<file path="config.mk">
export PLATFORM = sky130hd
export DESIGN_NAME = mvm_feed_sched
export DESIGN_NICKNAME = d
export VERILOG_FILES = /design/src/rtl/mvm_feed_sched.sv
export SDC_FILE = /design/constraint.sdc
export NUM_CORES = 1
export LEC_CHECK = 0
export ABC_AREA = 1
export CAP_MARGIN = 25
export CELL_PAD_IN_SITES_DETAIL_PLACEMENT = 1
export CELL_PAD_IN_SITES_GLOBAL_PLACEMENT = 1
export CORE_ASPECT_RATIO = 0.6
export CORE_MARGIN = 5
export CORE_UTILIZATION = 35
export DETAILED_ROUTE_END_ITERATION = 16
export GPL_TIMING_DRIVEN = 0
export MAX_ROUTING_LAYER = met4
export PLACE_DENSITY = 0.72
export SKIP_CTS_REPAIR_TIMING = 1
export SLEW_MARGIN = 10
export SYNTH_ARGS = -nofsm -noshare
export SYNTH_HDL_FRONTEND = slang
export SYNTH_SLANG_ARGS = --single-unit
</file>
<file path="constraint.sdc">
create_clock -name clk -period 5.5 [get_ports clk]
set_clock_uncertainty 0.2 [all_clocks]
set_input_delay 0.55 -clock clk [delete_from_list [all_inputs] [get_ports clk]]
set_output_delay 0.55 -clock clk [all_outputs]
set_load 0.01 [all_outputs]
</file>
<file path="src/rtl/mvm_feed_sched.sv">
// Feed sequencer for the MVM datapath: walks wout -> height -> win, issues paired buffer reads,
// aligns valids to buffer latency and counts result beats. Optional perf counters: MVM_SCHED_PERF_EN.
module mvm_feed_sched #(
    parameter int DAT_AW   = 12,
    parameter int WT_AW    = 12,
    parameter int RD_LAT   = 1,
    parameter int HEIGHT_W = 8,
    parameter int WDIV_W   = 6,
    parameter int SHIFT_W  = 5
) (
    input  logic                clk,
    input  logic                rst_n,
    input  logic                start,
    input  logic [HEIGHT_W-1:0] cfg_height,
    input  logic [WDIV_W-1:0]   cfg_win_div_tin,
    input  logic [WDIV_W-1:0]   cfg_wout_div_tout,
    input  logic [SHIFT_W-1:0]  cfg_shift,
    input  logic                stall,
    output logic                dat_rd_en,
    output logic [DAT_AW-1:0]   dat_rd_addr,
    output logic                wt_rd_en,
    output logic [WT_AW-1:0]    wt_rd_addr,
    output logic                mvm_dat_vld,
    output logic                mvm_wt_vld,
    output logic [HEIGHT_W-1:0] mvm_height,
    output logic [WDIV_W-1:0]   mvm_win_div_tin,
    output logic [WDIV_W-1:0]   mvm_wout_div_tout,
    output logic [SHIFT_W-1:0]  mvm_shift,
    input  logic                mvm_out_vld,
    output logic                busy,
    output logic                done,
    output logic                cfg_err
`ifdef MVM_SCHED_PERF_EN
    ,
    output logic [31:0]         perf_cycles,
    output logic [31:0]         perf_stalls
`endif
);

    localparam int BW = HEIGHT_W + WDIV_W;

    typedef enum logic [1:0] {IDLE, ISSUE, DRAIN, FIN} state_t;

    state_t                state_reg, state_next;
    logic [HEIGHT_W-1:0]   height_reg;
    logic [WDIV_W-1:0]     win_div_reg, wout_div_reg;
    logic [SHIFT_W-1:0]    shift_reg;
    logic [WDIV_W-1:0]     win_reg, wo_reg;
    logic [HEIGHT_W-1:0]   h_reg;
    logic [DAT_AW-1:0]     hbase_reg;
    logic [WT_AW-1:0]      wbase_reg;
    logic [BW-1:0]         beat_reg, exp_reg, beat_next;
    logic                  cfg_err_reg;
    logic [RD_LAT-1:0]     vld_sr;

    logic start_ok, cfg_zero, issue, win_last, h_last, wo_last, beats_done;

    assign start_ok = (state_reg == IDLE) && start;
    assign cfg_zero = (cfg_height == '0) || (cfg_win_div_tin == '0) ||
                      (cfg_wout_div_tout == '0) || (cfg_shift == '0);
    assign issue    = (state_reg == ISSUE) && !stall;
    assign win_last = (win_reg == win_div_reg - WDIV_W'(1));
    assign h_last   = (h_reg == height_reg - HEIGHT_W'(1));
    assign wo_last  = (wo_reg == wout_div_reg - WDIV_W'(1));

    // Beats beyond the expected total are absorbed by saturating the count.
    always_comb begin
        beat_next = beat_reg + BW'(mvm_out_vld);
        if (beat_next > exp_reg)
            beat_next = exp_reg;
    end
    assign beats_done = (beat_next == exp_reg);

    always_ff @(posedge clk) begin
        if (!rst_n)
            state_reg <= IDLE;
        else
            state_reg <= state_next;
    end

    always_comb begin
        state_next  = state_reg;
        dat_rd_en   = 1'b0;
        wt_rd_en    = 1'b0;
        busy        = 1'b0;
        done        = 1'b0;
        dat_rd_addr = hbase_reg + DAT_AW'(win_reg);
        wt_rd_addr  = wbase_reg + WT_AW'(win_reg);
        case (state_reg)
            IDLE: begin
                if (start)
                    state_next = cfg_zero ? FIN : ISSUE;
            end
            ISSUE: begin
                busy      = 1'b1;
                dat_rd_en = issue;
                wt_rd_en  = issue;
                if (issue && win_last && h_last && wo_last)
                    state_next = DRAIN;
            end
            DRAIN: begin
                busy = 1'b1;
                if (beats_done)
                    state_next = FIN;
            end
            FIN: begin
                done       = 1'b1;
                state_next = IDLE;
            end
            default: state_next = IDLE;
        endcase
    end

    always_ff @(posedge clk) begin
        if (!rst_n) begin
            height_reg   <= '0;
            win_div_reg  <= '0;
            wout_div_reg <= '0;
            shift_reg    <= '0;
            win_reg      <= '0;
            h_reg        <= '0;
            wo_reg       <= '0;
            hbase_reg    <= '0;
            wbase_reg    <= '0;
            beat_reg     <= '0;
            exp_reg      <= '0;
            cfg_err_reg  <= 1'b0;
        end else if (start_ok) begin
            height_reg   <= cfg_height;
            win_div_reg  <= cfg_win_div_tin;
            wout_div_reg <= cfg_wout_div_tout;
            shift_reg    <= cfg_shift;
            win_reg      <= '0;
            h_reg        <= '0;
            wo_reg       <= '0;
            hbase_reg    <= '0;
            wbase_reg    <= '0;
            beat_reg     <= '0;
            exp_reg      <= BW'(cfg_height) * BW'(cfg_wout_div_tout);
            cfg_err_reg  <= cfg_zero;
        end else begin
            // Running bases replace h*W and wo*W products.
            if (issue) begin
                if (win_last) begin
                    win_reg <= '0;
                    if (h_last) begin
                        h_reg     <= '0;
                        hbase_reg <= '0;
                        wo_reg    <= wo_reg + WDIV_W'(1);
                        wbase_reg <= wbase_reg + WT_AW'(win_div_reg);
                    end else begin
                        h_reg     <= h_reg + HEIGHT_W'(1);
                        hbase_reg <= hbase_reg + DAT_AW'(win_div_reg);
                    end
                end else begin
                    win_reg <= win_reg + WDIV_W'(1);
                end
            end
            if ((state_reg == ISSUE || state_reg == DRAIN) && mvm_out_vld)
                beat_reg <= beat_next;
        end
    end

    genvar gi;
    generate
        for (gi = 0; gi < RD_LAT; gi++) begin : g_vld
            if (gi == 0) begin : g_head
                always_ff @(posedge clk) begin
                    if (!rst_n)
                        vld_sr[gi] <= 1'b0;
                    else
                        vld_sr[gi] <= issue;
                end
            end else begin : g_tail
                always_ff @(posedge clk) begin
                    if (!rst_n)
                        vld_sr[gi] <= 1'b0;
                    else
                        vld_sr[gi] <= vld_sr[gi-1];
                end
            end
        end
    endgenerate

    assign mvm_dat_vld       = vld_sr[RD_LAT-1];
    assign mvm_wt_vld        = vld_sr[RD_LAT-1];
    assign mvm_height        = height_reg;
    assign mvm_win_div_tin   = win_div_reg;
    assign mvm_wout_div_tout = wout_div_reg;
    assign mvm_shift         = shift_reg;
    assign cfg_err           = cfg_err_reg;

`ifdef MVM_SCHED_PERF_EN
    logic [31:0] perf_cycles_reg, perf_stalls_reg;

    always_ff @(posedge clk) begin
        if (!rst_n || start_ok) begin
            perf_cycles_reg <= '0;
            perf_stalls_reg <= '0;
        end else begin
            if (busy && perf_cycles_reg != '1)
                perf_cycles_reg <= perf_cycles_reg + 32'd1;
            if (state_reg == ISSUE && stall && perf_stalls_reg != '1)
                perf_stalls_reg <= perf_stalls_reg + 32'd1;
        end
    end

    assign perf_cycles = perf_cycles_reg;
    assign perf_stalls = perf_stalls_reg;
`endif

endmodule

</file>
==> results.toml, run 1 <==
[logic_synthesis]
synth_cell_types = 51
yosys_warnings = 0
synth_seq_cells = 101
yosysSeqAreaShare = 0.247
syn_area_mm2 = 0.00819
avgSynthCellArea_um2 = 6.83
syn_nets = 1331
syn_inst = 1199

[die]
row_count = 43
die_area_mm2 = 0.0267
die_height_um = 129
initial_core_util = 0.355
core_mm2 = 0.0231
die_w_um = 208
io_pins = 86

[pwr]
p_per_area_mw_per_mm2 = 352
power.leakage_nw = 4.64
power_mw = 3.37
irDropWorstVdd_mv = 0.191

[sta]
fin_crit_sh = 0.895
report.final.hold_viol_count = 0
setup-violations-final = 0
drv_slew = 0
fin_tns_setup_ns = 0
rsz0062_at_grt = "no"
tightest_slew_ns = 0.856
timing.fmax_ghz = 0.203
min_period_ns = 4.92
maxSlewHeadroom = 0.422

[global_routing]
top_usage_layer = "met1"
grt_use_total = 0.225
overflow = 0
grt_max_degree = 17
grt_use_met1 = 0.345
use_met2 = 0.302
antenna_found_initial = 0
grt.met3_usage = 0.0429
grt_pass1_vias = 8159
grt_pass1_wl_um = 46000

[place]
dpl.hpwl_um = 23900
gp_congestion = 0.903
portBuffers = 72
dpl_cell_area_mm2 = 0.00931
dpl.cell_count = 1586

[layout]
nFillCells = 3004
utilization = 0.415
final_cell_area_mm2 = 0.00959
area_growth_pct = 17.0
instances_no_fill = 1603
drive_gt1_frac = 0.0365
layout.nets = 1414

[critical_path]
startpoint_type = "primary input"
critPathCaptureType = "flip-flop"
r2r_cells = 17
cp.required_ns = 5.57
crit_path_max_fanout = 10
path_class = "in2reg"
worst_ep_arrival_time_ns = 4.99

[outcome]
status = "finished clean"

[drt]
post_drt_wl_per_cell_um = 18.1
drc_errors = 0
vias = 8212
ant_nets = 0
postRouteWirelength_um = 29000
vias_per_cell = 5.12
drtIter0Drc = 484
drt_first_pass_iters = 5

[clock_tree]
clock_latency_ns = 0.37
root_buffer = "clkbuf_16"
clkTransAtPathRegs_ns = 0.07
clk_path_buf_depth = 2
tritoncts = "yes"
numCtsBuffers = 9
ctsHtreeMaxLevel = 3
clock-sinks = 101

[run]
max-cap-violations = 0

[min_path]
hold_class = "reg2reg"
min_path_cells = 2
[worst max-delay path: stages]
cell and delay [ns]:
clkdlybuf4s50_1 0.65, ha_1 0.26, nand3_1 0.19, nor3_4 0.36, nand2_1 0.11, xor2_1 0.36, ha_1 0.33, a21oi_1 0.18
nand2_1 0.08, a21oi_1 0.23, nand2_1 0.08, nand2_1 0.08, buf_2 0.24, buf_2 0.27, clkbuf_1 0.39, o21ai_0 0.33
o21ai_0 0.23, inv_1 0.05
[synthesized netlist by cell type (all sizes together)]
library cell  instances  area share
nand4                 8      0.0069
a31o                  2      0.0021
o22ai                15       0.011
a32oi                 1      0.0011
nor2                 89       0.043
dfxtp               101        0.25
xnor2                15       0.016
a22o                  4      0.0043
nand3                84       0.053
nor3                 21       0.014
a211oi                4      0.0037
ha                   73        0.11
o211ai                3      0.0027
inv                 214       0.098
buf                  10      0.0072
fa                   29       0.071
nor3b                 2      0.0024
nor4                  6      0.0053
a31oi                 3      0.0023
a21oi                76       0.047
clkbuf               29       0.013
o311ai                1      0.0011
o21bai                2      0.0018
nand2               263        0.12
nand2b                1     0.00076
a21o                  2      0.0018
nand3b                5      0.0046
o21a                  1     0.00092
clkinv                1     0.00046
o21ai                86       0.053
o32ai                 2      0.0021
and2                  2      0.0015
or2                   2      0.0015
xor2                 42       0.046
[cell families after synthesis]
logic type | count (synthesis) | share of synthesized area
and+or+nand+nor | 483 | 0.255
buffers and inverters | 254 | 0.119
AOI/OAI and AO/OA | 202 | 0.135
adders and majority gates | 102 | 0.182
DFF | 101 | 0.247
xor gates and xnor gates | 57 | 0.0619
[per-stage QoR]
| step | hold WS (ns) | setup WS [ns] |
|---|---|---|
| 4_1_cts | 0.276 | 0.695 |
| 3_5_place_dp | 0.256 | 0.292 |
| 3_3_place_gp | 0.247 | 0.415 |
| 2_1_floorplan | 0.246 | 1.34 |
| 6_report | 0.270 | 0.575 |
| 5_1_grt | 0.296 | 0.324 |
[report_power, final]
part           leakage (nW)  internal, mW  switching, mW
clock network         0.132         0.321          0.321
registers             0.821         0.822          0.109
logic                  3.68         0.605           1.20
[layout by cell type (no fill, tap or decap), types with 3 or more instances in the layout]
cell type,count
nor4_1,5
a31oi_1,3
clkbuf_16,9
nor3_1,20
inv_1,208
a21oi_1,75
nand2_1,261
inv_2,6
dfxtp_1,101
o21ai_0,83
nand3_1,82
nand3b_1,5
xnor2_1,15
a211oi_1,4
fa_1,29
xor2_1,41
ha_1,73
buf_2,5
nor2_1,86
clkdlybuf4s50_1,72
o21ai_1,3
o211ai_1,3
o22ai_1,15
a22o_1,4
clkbuf_1,29
nand4_1,7
[layer usage]
layer  share of wire  wire, µm
met1            0.54     15600
met2            0.38     11100
met3           0.067      1930
met4           0.013       389
met5               0         0
[final cells by class]
cell class	count	area, µm²	share of cell area
antenna	1	2.50	0.000261
buffer	39	169	0.0176
clock buffer	11	243	0.0253
clock inverter	5	33.8	0.00352
inverter	215	807	0.0842
multi-input combinational	844	5190	0.542
sequential	101	2020	0.211
tap	315	394	0.0411
timing repair buffer	72	721	0.0752
[worst paths after layout]
| path | slack (ns) | startpoint | end |
|---|---|---|---|
| min | 0.27 | mvm_shift[3] | mvm_shift[3] |
| min reg2reg | 0.27 | mvm_shift[3] | mvm_shift[3] |
| max reg2reg | 1.10 | beat_reg[0] | beat_reg[7] |
| max | 0.58 | mvm_out_vld | beat_reg[7] |
(Power assumes the default switching activity.)
==> run 2, diff against run 1 <==
ABC_AREA = default   (was 1)
CAP_MARGIN = default   (was 25)
PLACE_DENSITY = 0.7   (was 0.72)
==> run 2 against run 1 <==
Effect of this change: power is 9.4% lower; register-to-register slack worse by 0.29 ns; count of clock-buffer cells in the layout decreased by 2; fmax decreased by 3.5%; cell count fell by 11%; non-clock buffer count up 22.
==> results.toml, run 2 <==
[layout]
instances_no_fill = 1419
drive_gt1_frac = 0.0308
mostFrequentLayoutCells = "nand2_1 (131), dfxtp_1 (101), nor2_1 (77), clkdlybuf4s50_1 (77), inv_1 (75)"
diodes = 0
final_common_cell = "nand2_1"
area_growth_pct = 18.1
final_cell_area_mm2 = 0.00958
utilization = 0.417
layout.nets = 1231

[drt]
vias = 7303
routedLengthMet1_um = 14200
vias_per_cell = 5.15
post_drt_wl_per_cell_um = 18.0
wl_met2_um = 10200
drt_first_pass_iters = 4
top_layer = "met4"
drtIter0Drc = 293
dr_wl_met3_um = 825
postRouteWirelength_um = 25500
ant_nets = 0
drc_errors = 0

[pwr]
power_frac_comb = 0.467
clkPwrFrac = 0.224
swShare = 0.433
pwr-share-seq = 0.310
irDropWorstVdd_mv = 0.175
p_per_area_mw_per_mm2 = 319
power.leakage_nw = 3.93
p_switching_mw = 1.32
internal_power_mw = 1.74

[critical_path]
r2r_cells = 14
path_class = "in2reg"
cp.required_ns = 5.54
cpLargestDelayFamily = "buffers and inverters"
cp_slowest_cell = "nor4_1"
cpPeakStageDelay_ns = 0.61
reg2reg_slack_ns = 0.81
r2r-end = "beat_reg[12]"
crit_path_max_fanout = 10
startpoint_type = "primary input"
rr_startpoint = "beat_reg[0]"
critPathCaptureType = "flip-flop"
worst_ep_arrival_time_ns = 5.14
critPathBufInv = 3
cp_cell_sequence = "clkdlybuf4s50_1 > ha_1 > clkbuf_1 > nand3_1 > nor4_1 > xnor2_1 > ha_1 > nand3_1 > nor3_1 > a22oi_1 > a21oi_2 > clkbuf_1 > mux2_2 > a22oi_1 > nor2_1"

[clock_tree]
clk_path_buf_depth = 2
ctsHtreeMaxLevel = 3
clock_latency_ns = 0.37
root_buffer = "clkbuf_16"
clkTransAtPathRegs_ns = 0.08
numCtsBuffers = 9
clock-sinks = 101
tritoncts = "yes"

[sta]
fin_crit_sh = 0.928
fin_tns_setup_ns = 0
tightest_slew_ns = 0.824
rsz0062_at_grt = "no"
maxSlewHeadroom = 0.437
min_period_ns = 5.10
timing.fmax_ghz = 0.196
report.final.hold_viol_count = 0
setup-violations-final = 0
drv_slew = 0
fin_ws_ns = 0.397

[logic_synthesis]
yosys_warnings = 0
synth_top_cell_by_area = "dfxtp_1"
synth_edf_count = 0
avgSynthCellArea_um2 = 8.02
syn_nets = 1143
syn_inst = 1011
synth-async-reset-ratio = 0
synth_cell_types = 55
syn_area_mm2 = 0.00811
yosysTopAreaCellShare = 0.249
ys.flop_type = "dfxtp_1"
synth_seq_cells = 101
yosysMostFrequentCell = "nand2_1"
yosysSeqAreaShare = 0.249
synth_area_leaders = "dfxtp_1 (25%), ha_1 (11%), xnor2_1 (7.9%), fa_1 (7.2%), nand2_1 (6.1%)"
synthTopCellsByCount = "nand2_1 (131), dfxtp_1 (101), nor2_1 (77), inv_1 (75)"

[outcome]
status = "finished clean"

[global_routing]
grt_use_total = 0.204
overflow = 0
grt_pass1_vias = 7451
antenna_found_initial = 0
grt_max_degree = 18
grt_pass1_wl_um = 41600

[die]
initial_core_util = 0.353
die_w_um = 207
die_area_mm2 = 0.0264
row_count = 43
io_pins = 86
die_height_um = 128
core_mm2 = 0.0230

[run]
max-cap-violations = 0

[min_path]
hp-start = "mvm_shift[3]"
hold_class = "reg2reg"
whs_endpoint = "mvm_shift[3]"
min_path_cells = 2

[place]
dpl.hpwl_um = 20500
portBuffers = 77
dpl_cell_area_mm2 = 0.00928
dpl.cell_count = 1403
pre_cts_ws_ns = -0.0878
gp_congestion = 0.857
[run 2: changes by cell type in the layout (fill, tap and decap cells not counted), moves of 14 or more]
cell | previous run | this run
o21ai_0 | 83 | 36
xnor2_1 | 15 | 73
o22ai_1 | 15 | 0
a21boi_0 | 0 | 30
a21oi_1 | 75 | 50
and2_1 | 2 | 33
clkbuf_1 | 29 | 49
nand2_1 | 261 | 131
nand3_1 | 82 | 26
a21o_1 | 2 | 16
inv_1 | 208 | 75
[run 2: kinds of logic after synthesis]
kind of cell / Yosys count / synth area share
DFF: 101 / 0.249
adders and majority gates: 102 / 0.184
AOI/OAI and AO/OA: 187 / 0.148
buffers and inverters: 132 / 0.0626
muxes: 18 / 0.0230
and+or+nand+nor: 365 / 0.218
xor gates and xnor gates: 106 / 0.114
[run 2: worst reg2reg max path: stages (launching register included)]
cell      delay, ns
dfxtp_1        0.37
ha_1           0.15
clkbuf_1       0.37
nand3_1        0.19
nor4_1         0.61
xnor2_1        0.22
ha_1           0.35
nand3_1        0.12
nor3_1         0.25
a22oi_1        0.12
a21oi_2        0.42
clkbuf_1       0.54
mux2_2         0.40
a22oi_1        0.18
nor2_1         0.05
[run 2: how the worst max path moves through the flow]
stage | endpoint | start | slack [ns] | cells past startpoint
3_5_place_dp | beat_reg[12] | mvm_out_vld | -0.09 | 15
3_3_place_gp | beat_reg[12] | mvm_out_vld | -0.004 | 15
2_1_floorplan | exp_reg[13] | cfg_wout_div_tout[5] | 1.27 | 15
6_report | beat_reg[12] | mvm_out_vld | 0.40 | 15
4_1_cts | beat_reg[12] | mvm_out_vld | 0.30 | 15
5_1_grt | beat_reg[12] | mvm_out_vld | 0.08 | 15
[run 2: stage by stage]
step / power (mW) / hold WS, ns
floorplan: 1.85 / 0.265
global placement: 2.33 / 0.260
detailed placement: 2.37 / 0.262
CTS: 3.06 / 0.276
global route: 3.28 / 0.302
finish: 3.06 / 0.279
[run 2: power by group through the flow]
stage / clock network [mW] / registers [mW] / logic, mW
3_5_place_dp: 0 / 0.961 / 1.41
3_3_place_gp: 0 / 0.958 / 1.37
6_report: 0.684 / 0.947 / 1.43
5_1_grt: 0.732 / 0.958 / 1.59
2_1_floorplan: 0 / 0.913 / 0.934
4_1_cts: 0.700 / 0.944 / 1.42
[run 2: final cells by class]
type,instances,area [µm²]
plain buffers,56,223
clock buffers,9,225
clock inverters,7,71.3
fillers,2820,13400
inverters,76,285
multi-input cells,778,5580
flip-flops and latches,101,2020
well taps,315,394
repair buffers,77,771
[run 2: routing by layer]
layer	up-vias	track usage
met5	-	-
met3	12	0.0306
met2	103	0.280
li1	3572	-
met1	3616	0.318
met4	0	0.0332
==> run 3, diff against run 2 <==
==> constraint.sdc (replaced) <==
create_clock -name clk -period 5.5 [get_ports clk]
set_clock_uncertainty 0.2 [all_clocks]
set_input_delay 1.1 -clock clk [delete_from_list [all_inputs] [get_ports clk]]
set_output_delay 1.1 -clock clk [all_outputs]
set_load 0.01 [all_outputs]
==> run 3 against run 2 <==
Effect of this change: worst hold slack lost 0.0037 ns; via count decreased by 0.12%; worst setup slack lost 0.15 ns; die area did not move; sequential power about the same; sequential share of layout area barely moved; critical endpoint is now exp_reg[12]; largest power group unchanged.
==> results.toml, run 3 (synthesis gave the netlist of run 2 again) <==
[outcome]
status = "finished clean"

[drt]
drt_first_pass_iters = 5
post_drt_wl_per_cell_um = 18.0
postRouteWirelength_um = 25600
vias = 7294
vias_per_cell = 5.14
drtIter0Drc = 323
drc_errors = 0
ant_nets = 0

[sta]
fin_ws_ns = 0.244
timing.fmax_ghz = 0.190
setup-violations-final = 0
fin_crit_sh = 0.956
rsz0062_at_grt = "no"
min_period_ns = 5.26
drv_slew = 0
report.final.hold_viol_count = 0
tightest_slew_ns = 0.818
maxSlewHeadroom = 0.441

[clock_tree]
clkTransAtPathRegs_ns = 0.08
clock_latency_ns = 0.37
root_buffer = "clkbuf_16"
tritoncts = "yes"
numCtsBuffers = 9
ctsHtreeMaxLevel = 3
clk_path_buf_depth = 2
clock-sinks = 101

[layout]
seq_area_mm2 = 0.00202
mostFrequentLayoutCells = "nand2_1 (131), dfxtp_1 (101), nor2_1 (77)"
final_common_cell = "nand2_1"
area_growth_pct = 18.3
drive_gt1_frac = 0.0345
layout.nets = 1230
multiInputGateArea_mm2 = 0.00560
nFillCells = 2819
diodes = 0

[global_routing]
overflow = 0
grt_pass1_vias = 7451
antenna_found_initial = 0
grt_use_total = 0.204
grt_max_degree = 18
grt_pass1_wl_um = 41600

[critical_path]
cpPeakStageDelay_ns = 0.58
r2r-end = "beat_reg[12]"
crit_end = "exp_reg[12]"
rr_startpoint = "beat_reg[5]"
critPathCaptureType = "flip-flop"
worst_ep_arrival_time_ns = 5.30
critical_path_depth = 15
r2r_cells = 15
crit_start = "cfg_height[4]"
cp_slowest_cell = "clkdlybuf4s50_1"
cpLargestDelayFamily = "adder cells"
crit_top_cell = "fa_1"
critPathBufInv = 3
startpoint_type = "primary input"
path_class = "in2reg"
cp_cell_sequence = "clkdlybuf4s50_1 > and2_1 > fa_1 > inv_1 > fa_1 > fa_1 > inv_1 > ha_1 > a21oi_1 > o21bai_1 > a21oi_1 > o21bai_1 > a41oi_1 > mux2i_1 > nand3_1"
reg2reg_slack_ns = 1.29
crit_path_max_fanout = 8
cp.required_ns = 5.55

[place]
dpl.hpwl_um = 20500
portBuffers = 77
pre_cts_ws_ns = -0.638
gp_congestion = 0.857

[die]
die_area_mm2 = 0.0264
row_count = 43
core_mm2 = 0.0230
die_height_um = 128
io_pins = 86
die_w_um = 207
initial_core_util = 0.353

[run]
max-cap-violations = 0

[pwr]
power_mw = 3.06
power.leakage_nw = 3.95
irDropWorstVdd_mv = 0.175
p_per_area_mw_per_mm2 = 319

[min_path]
hold_class = "reg2reg"
run 3: worst min-delay path, stage by stage, from the launching register on:
cell,delay [ns]
dfxtp_1,0.31
nand2_1,0.05
a21boi_0,0.07
run 3: per-layer routing:
metal | routed length, µm | share of wire | GRT usage
met5 | 0 | 0 | -
met4 | 282 | 0.011 | 0.0332
met1 | 14200 | 0.56 | 0.318
met3 | 920 | 0.036 | 0.0306
met2 | 10100 | 0.40 | 0.280
run 3: how the worst min path moves through the flow:
stage                    to  slack [ns]    startpoint  cells after the start
2_1_floorplan  wbase_reg[1]        0.26  wbase_reg[1]                      2
3_3_place_gp   mvm_shift[2]        0.26  mvm_shift[2]                      2
3_5_place_dp   mvm_shift[3]        0.26  mvm_shift[3]                      2
4_1_cts        mvm_shift[3]        0.28  mvm_shift[3]                      2
5_1_grt        mvm_shift[3]        0.30  mvm_shift[3]                      2
6_report       mvm_shift[3]        0.28  mvm_shift[3]                      2
run 3: cell type report:
| type | count | share of cell area |
|---|---|---|
| inverter | 76 | 0.0297 |
| multi-input combinational | 778 | 0.584 |
| sequential | 101 | 0.211 |
| tap | 315 | 0.0411 |
| clock buffer | 9 | 0.0235 |
| timing repair buffer | 77 | 0.0809 |
| buffer | 55 | 0.0230 |
| clock inverter | 7 | 0.00743 |
run 3: per-stage QoR:
stage | utilization | TNS [ns] | instances | instance area, µm² | hold WS (ns)
floorplan | - | 0 | 1011 | 8110 | 0.265
global placement | 0.404 | -5.08 | 1403 | 9280 | 0.260
detailed placement | 0.404 | -6.99 | 1403 | 9280 | 0.262
CTS | 0.417 | -1.03 | 1419 | 9570 | 0.276
global route | 0.418 | 0 | 1418 | 9590 | 0.302
finish | 0.418 | 0 | 1418 | 9590 | 0.275
run 3: power breakdown:
group / switching [mW] / leakage, nW / internal, mW
registers: 0.137 / 0.820 / 0.810
clock network: 0.327 / 0.150 / 0.357
logic: 0.863 / 2.98 / 0.571
total: 1.33 / 3.95 / 1.74
